$ cat config.mk
export PLATFORM = sky130hd
export DESIGN_NAME = imm_extend_unit_flat
export DESIGN_NICKNAME = d
export VERILOG_FILES = /design/src/rtl/imm_extend_unit_pkg.sv /design/src/rtl/imm_extend_unit_if.sv /design/src/rtl/imm_ext_fill.sv /design/src/rtl/imm_extend_unit.sv /design/src/flat_wrapper.sv
export SDC_FILE = /design/constraint.sdc
export NUM_CORES = 1
export LEC_CHECK = 0
export ABC_AREA = 1
export BUFFER_PORTS_ARGS = -buffer_cell sky130_fd_sc_hd__buf_2
export CAP_MARGIN = 0
export CORE_UTILIZATION = 50
export CTS_CLUSTER_DIAMETER = 50
export DETAILED_ROUTE_END_ITERATION = 8
export PLACE_DENSITY = 0.76
export SETUP_SLACK_MARGIN = 0.5
export SLEW_MARGIN = 10
export SYNTH_ARGS = -nofsm -noshare
export SYNTH_HDL_FRONTEND = slang
export SYNTH_SLANG_ARGS = --single-unit
$ cat constraint.sdc
create_clock -name clk -period 3.1 [get_ports clk]
set_input_delay 0.465 -clock clk [delete_from_list [all_inputs] [get_ports clk]]
set_output_delay 0.465 -clock clk [all_outputs]
set_load 0.02 [all_outputs]
$ cat src/rtl/imm_extend_unit_pkg.sv
// imm_extend_unit_pkg: extension-mode constants and default widths for the immediate extender
package imm_extend_unit_pkg;
  localparam logic EXT_ZERO = 1'b0;
  localparam logic EXT_SIGN = 1'b1;
  localparam int IMM_IN_W = 8;
  localparam int IMM_OUT_W = 16;
  function automatic int max_chunks(input int in_w, input int out_w);
    return (out_w + in_w - 1) / in_w;
  endfunction
endpackage

$ cat src/rtl/imm_extend_unit_if.sv
// imm_extend_unit_if: chunk input and result output streams; out_ovf exists only with IMM_EXT_OVF_EN
interface imm_extend_unit_if import imm_extend_unit_pkg::*; #(
  parameter int IN_W = IMM_IN_W,
  parameter int OUT_W = IMM_OUT_W
);
  logic in_valid;
  logic in_ready;
  logic [IN_W-1:0] in_data;
  logic in_last;
  logic in_sign;
  logic out_valid;
  logic out_ready;
  logic [OUT_W-1:0] out_data;
`ifdef IMM_EXT_OVF_EN
  logic out_ovf;
  modport master (output in_valid, in_data, in_last, in_sign, out_ready, input in_ready, out_valid, out_data, out_ovf);
  modport slave (input in_valid, in_data, in_last, in_sign, out_ready, output in_ready, out_valid, out_data, out_ovf);
`else
  modport master (output in_valid, in_data, in_last, in_sign, out_ready, input in_ready, out_valid, out_data);
  modport slave (input in_valid, in_data, in_last, in_sign, out_ready, output in_ready, out_valid, out_data);
`endif
endinterface

$ cat src/rtl/imm_ext_fill.sv
// imm_ext_fill: keeps the low nbits of raw and fills the rest with zero or the bit at nbits-1
module imm_ext_fill import imm_extend_unit_pkg::*; #(
  parameter int OUT_W = IMM_OUT_W,
  parameter int NW = $clog2(OUT_W + 1)
) (
  input  logic [OUT_W-1:0] raw,
  input  logic [NW-1:0]    nbits,
  input  logic             sign,
  output logic [OUT_W-1:0] ext
);
  logic [OUT_W-1:0] mask;
  logic fill;
  assign mask = ~({OUT_W{1'b1}} << nbits);
  assign fill = (sign == EXT_SIGN) && |(raw & (mask ^ (mask >> 1)));
  assign ext = (raw & mask) | ({OUT_W{fill}} & ~mask);
endmodule

$ cat src/rtl/imm_extend_unit.sv
// imm_extend_unit: assembles MSB-first chunks into an extended immediate with registered valid/ready output; IMM_EXT_OVF_EN adds out_ovf
module imm_extend_unit import imm_extend_unit_pkg::*; #(
  parameter int IN_W = IMM_IN_W,
  parameter int OUT_W = IMM_OUT_W
) (
  input logic clk,
  input logic rst_n,
  imm_extend_unit_if.slave bus
);
  localparam int MAXC = max_chunks(IN_W, OUT_W);
  localparam int CW = $clog2(MAXC + 1);
  localparam int NW = $clog2(OUT_W + 1);
  logic [OUT_W-1:0] acc_q, acc_d, out_data_q, out_data_d, raw, ext;
  logic [CW-1:0] cnt_q, cnt_d;
  logic [NW-1:0] nbits;
  logic [31:0] span;
  logic out_valid_q, out_valid_d, take, done, drain, full;
  assign raw = OUT_W'({acc_q, bus.in_data});
  assign span = (32'(cnt_q) + 32'd1) * 32'(IN_W);
  assign nbits = span > 32'(OUT_W) ? NW'(OUT_W) : NW'(span);
  assign full = cnt_q == CW'(MAXC);
  assign bus.in_ready = !out_valid_q || bus.out_ready;
  assign bus.out_valid = out_valid_q;
  assign bus.out_data = out_data_q;
  assign take = bus.in_valid && bus.in_ready;
  assign done = take && bus.in_last;
  assign drain = out_valid_q && bus.out_ready;
  imm_ext_fill #(.OUT_W(OUT_W), .NW(NW)) u_fill (.raw(raw), .nbits(nbits), .sign(bus.in_sign), .ext(ext));
  // next state: accumulate on non-last chunks, publish and clear on the last one
  always_comb begin
    acc_d = take ? (bus.in_last ? '0 : raw) : acc_q;
    cnt_d = take ? (bus.in_last ? '0 : cnt_q + CW'(!full)) : cnt_q;
    out_valid_d = done || (out_valid_q && !drain);
    out_data_d = done ? ext : out_data_q;
  end
  // state registers
  always_ff @(posedge clk or negedge rst_n) begin
    if (!rst_n) begin
      acc_q <= '0;
      cnt_q <= '0;
      out_valid_q <= 1'b0;
      out_data_q <= '0;
    end else begin
      acc_q <= acc_d;
      cnt_q <= cnt_d;
      out_valid_q <= out_valid_d;
      out_data_q <= out_data_d;
    end
  end
`ifdef IMM_EXT_OVF_EN
  logic ovf_pend_q, ovf_pend_d, out_ovf_q, out_ovf_d, hit;
  assign hit = take && full;
  assign bus.out_ovf = out_ovf_q;
  // overflow is sticky across the immediate and reported with its result
  always_comb begin
    ovf_pend_d = !done && (ovf_pend_q || hit);
    out_ovf_d = done ? (ovf_pend_q || hit) : out_ovf_q;
  end
  // overflow registers
  always_ff @(posedge clk or negedge rst_n) begin
    if (!rst_n) begin
      ovf_pend_q <= 1'b0;
      out_ovf_q <= 1'b0;
    end else begin
      ovf_pend_q <= ovf_pend_d;
      out_ovf_q <= out_ovf_d;
    end
  end
`endif
endmodule
$ cat src/flat_wrapper.sv
// flat-port wrapper written by rule: the top's interface ports become plain ports
module imm_extend_unit_flat import imm_extend_unit_pkg::*;
#(
  parameter int IN_W = IMM_IN_W,
  parameter int OUT_W = IMM_OUT_W
)
  (clk, rst_n, bus_in_valid, bus_in_data, bus_in_last, bus_in_sign, bus_out_ready, bus_in_ready, bus_out_valid, bus_out_data);
  imm_extend_unit_if #(.IN_W(IN_W), .OUT_W(OUT_W)) bus_i ();
  input logic clk;
  input logic rst_n;
  input wire logic [$bits(bus_i.in_valid)-1:0] bus_in_valid;
  input wire logic [$bits(bus_i.in_data)-1:0] bus_in_data;
  input wire logic [$bits(bus_i.in_last)-1:0] bus_in_last;
  input wire logic [$bits(bus_i.in_sign)-1:0] bus_in_sign;
  input wire logic [$bits(bus_i.out_ready)-1:0] bus_out_ready;
  output wire logic [$bits(bus_i.in_ready)-1:0] bus_in_ready;
  output wire logic [$bits(bus_i.out_valid)-1:0] bus_out_valid;
  output wire logic [$bits(bus_i.out_data)-1:0] bus_out_data;
  assign bus_i.in_valid = bus_in_valid;
  assign bus_i.in_data = bus_in_data;
  assign bus_i.in_last = bus_in_last;
  assign bus_i.in_sign = bus_in_sign;
  assign bus_i.out_ready = bus_out_ready;
  assign bus_in_ready = bus_i.in_ready;
  assign bus_out_valid = bus_i.out_valid;
  assign bus_out_data = bus_i.out_data;
  imm_extend_unit #(.IN_W(IN_W), .OUT_W(OUT_W)) u_core (.clk(clk), .rst_n(rst_n), .bus(bus_i));
endmodule
==> metrics.txt <==
clock root buffer=clkbuf_4; Arrival @ worst endpoint=between 1 and 1.5 ns; cells along the critical path=nand2_4, buf_2; final hold vios=0; initial antenna violation count=0; Multi-input gate area=477 µm²; FF-to-FF End=u_core.bus.out_data[11]; syn avg cell area=~8.7 µm²; Filler cells=around 220; fmax=677 MHz; GP Congestion=between 0.8 and 0.9; Ant. Diodes=0; GR Overflow Total=0; starting density of the core=a little over half; first-pass GRT wire length=approximately 3.8 mm; Final setup viols=0; die height=~51 µm; RSZ-0062 raised after global routing=false; clk_lat worst skew=about 0.31 ns; Worst Hold Class=in -> async; Max VDD drop=about 0.34 mV; Critical Path End Type=output port; Detailed Routing Iterations Pass 1=4; Distinct cells, synth=15; fin. max-slew vios=0; I/O pins=32; post-synthesis register bit count=27; Worst Tran Pin Value=~0.57 ns; number of clock sinks=27; hold slack=roughly 0.13 ns; post-DR vias/cell=approximately 4.8; Yosys Warn Count=0; Slowest-stage cell, CP=dfrtp_1; full die area=around 0.0026 mm²; Worst slew margin=around three fifths; Final nets=between 150 and 200; dpl hpwl=between 1.5 and 2 mm; status=completed; Worst R2R Setup Slack=around 1.8 ns; part of the cycle the worst path needs=~48%; postcts setup bufs=0; Clock Tree Buf Depth=2; Residual DRC=0; Core Util, Final=61.9%; row count=17; post-CTS resize count=0; DRT antenna net count=0; CTS tree=done; final setup margin=1.62 ns; DIE WIDTH=between 50 and 60 µm; Syn Inst Count=140; WL/cell=between 10 and 15 µm; Core Box Area=roughly 0.0023 mm²; overall routing resource usage=between 10% and 20%; leakage=0.000809 µW; pwr dens=~660 mW/mm²; largest net degree at the start of global routing=28; vias in the first global route=a little under 900; most common cell after layout, fill and taps aside=nand2_1; critical path class=reg -> out; Tot Pwr=between 900 and 1000 µW; final wirelength=between 2 and 2.5 mm; area of the mapped netlist=0.00122 mm²; r2r worst-path depth=6; Post-CTS Hold Fix Bufs=0; WP data required=between 2 and 3 ns; TritonCTS buffer count=3; vias=949; worst r2r src=u_core.cnt_q[0]; slowest stage delay, CP=~0.43 ns; Max Cap Violations=0; Iter 0 DRT Violations=22; Critical Path Start Type=flip-flop; H-tree depth=1; Synth-to-Final Area Change=14.3%; post-placement setup slack=about 1.7 ns; min cycle time layout=1.48 ns; IO Port Bufs=31; sequential cell area fraction in the yosys report=a little under three fifths; CP Max Fanout=4; final setup TNS=0 ns; clk slew on worst S/H paths=0.13 ns; share of cells above drive strength 1=26.9%; post-synth net total=~160; most frequent cells in the layout=nand2_1 (79), buf_2 (31), dfrtp_1 (27), o21ai_2 (8), o21ai_0 (7); Layout Skew=approximately 0.0034 ns; Register Area=around 680 µm²
[worst max-delay path, delay by kind of cell, from the launching register on]
| family | cells | cell delay (ns) |
|---|---|---|
| flops | 1 | 0.43 |
| buf+inv | 1 | 0.17 |
| simple gates | 1 | 0.10 |
[per-layer routing]
metal  global-route usage, %  vias to the layer above  share of wire [%]
met5                       0                        -                  0
met4                    6.76                        0               0.70
met3                    2.68                        2                3.3
met2                    32.3                       18                 47
met1                    24.9                      434                 49
li1                        -                      495                  -
[synthesized netlist by cell type]
library cell,count,share of area [%]
nand2_1,79,24
inv_1,4,1.2
ha_1,2,2.0
inv_2,1,0.31
o21ai_1,3,1.2
o21ai_2,8,5.7
buf_4,1,0.61
nand3_4,1,1.4
nand2_4,1,0.92
clkinv_1,1,0.31
o21ai_0,7,2.9
buf_6,3,2.8
dfrtp_1,27,55
clkinv_2,1,0.41
nand4_1,1,0.51
[report_power, final]
group / total [µW] / internal, µW / switching [µW]
sequential: 461 / 423 / 37.8
combinational: 320 / 107 / 213
clock: 145 / 50.2 / 94.6
[worst max path at each step]
stage                         startpoint                      end  slack (ns)  cells after the start
floorplan           u_core.bus.out_valid   u_core.bus.out_data[5]        1.97                      5
global placement           bus_out_ready  u_core.bus.out_data[13]        1.74                      7
detailed placement         bus_out_ready          u_core.acc_q[6]        1.69                      5
CTS                 u_core.bus.out_valid             bus_in_ready        1.61                      2
global route        u_core.bus.out_valid             bus_in_ready        1.57                      2
finish              u_core.bus.out_valid             bus_in_ready        1.62                      2
[flip-flops by register name, indices dropped and copies added, names as in the netlist]
name / cells
u_core.acc_q: 8
u_core.bus.out_valid: 1
u_core.cnt_q: 2
u_core.bus.out_data: 16
[logic make-up after synthesis]
kind of cell | Yosys count | synth area share, %
compound gates | 18 | 9.84
fa+ha+maj | 2 | 2.05
buf+inv | 11 | 5.63
flops | 27 | 55.3
simple gates | 82 | 27.2
[final cells by class]
class,count,share of cell area (%)
flip-flops and latches,27,48.4
inverters,7,1.97
clock buffers,4,1.88
well taps,28,2.51
repair buffers,31,11.1
multi-input cells,102,34.1
[metrics by stage]
stage,instance area (µm²),instances
2_1_floorplan,1220,140
3_3_place_gp,1370,195
3_5_place_dp,1370,195
4_1_cts,1400,199
5_1_grt,1400,199
6_report,1400,199
Power figures use the tool's default switching activity.
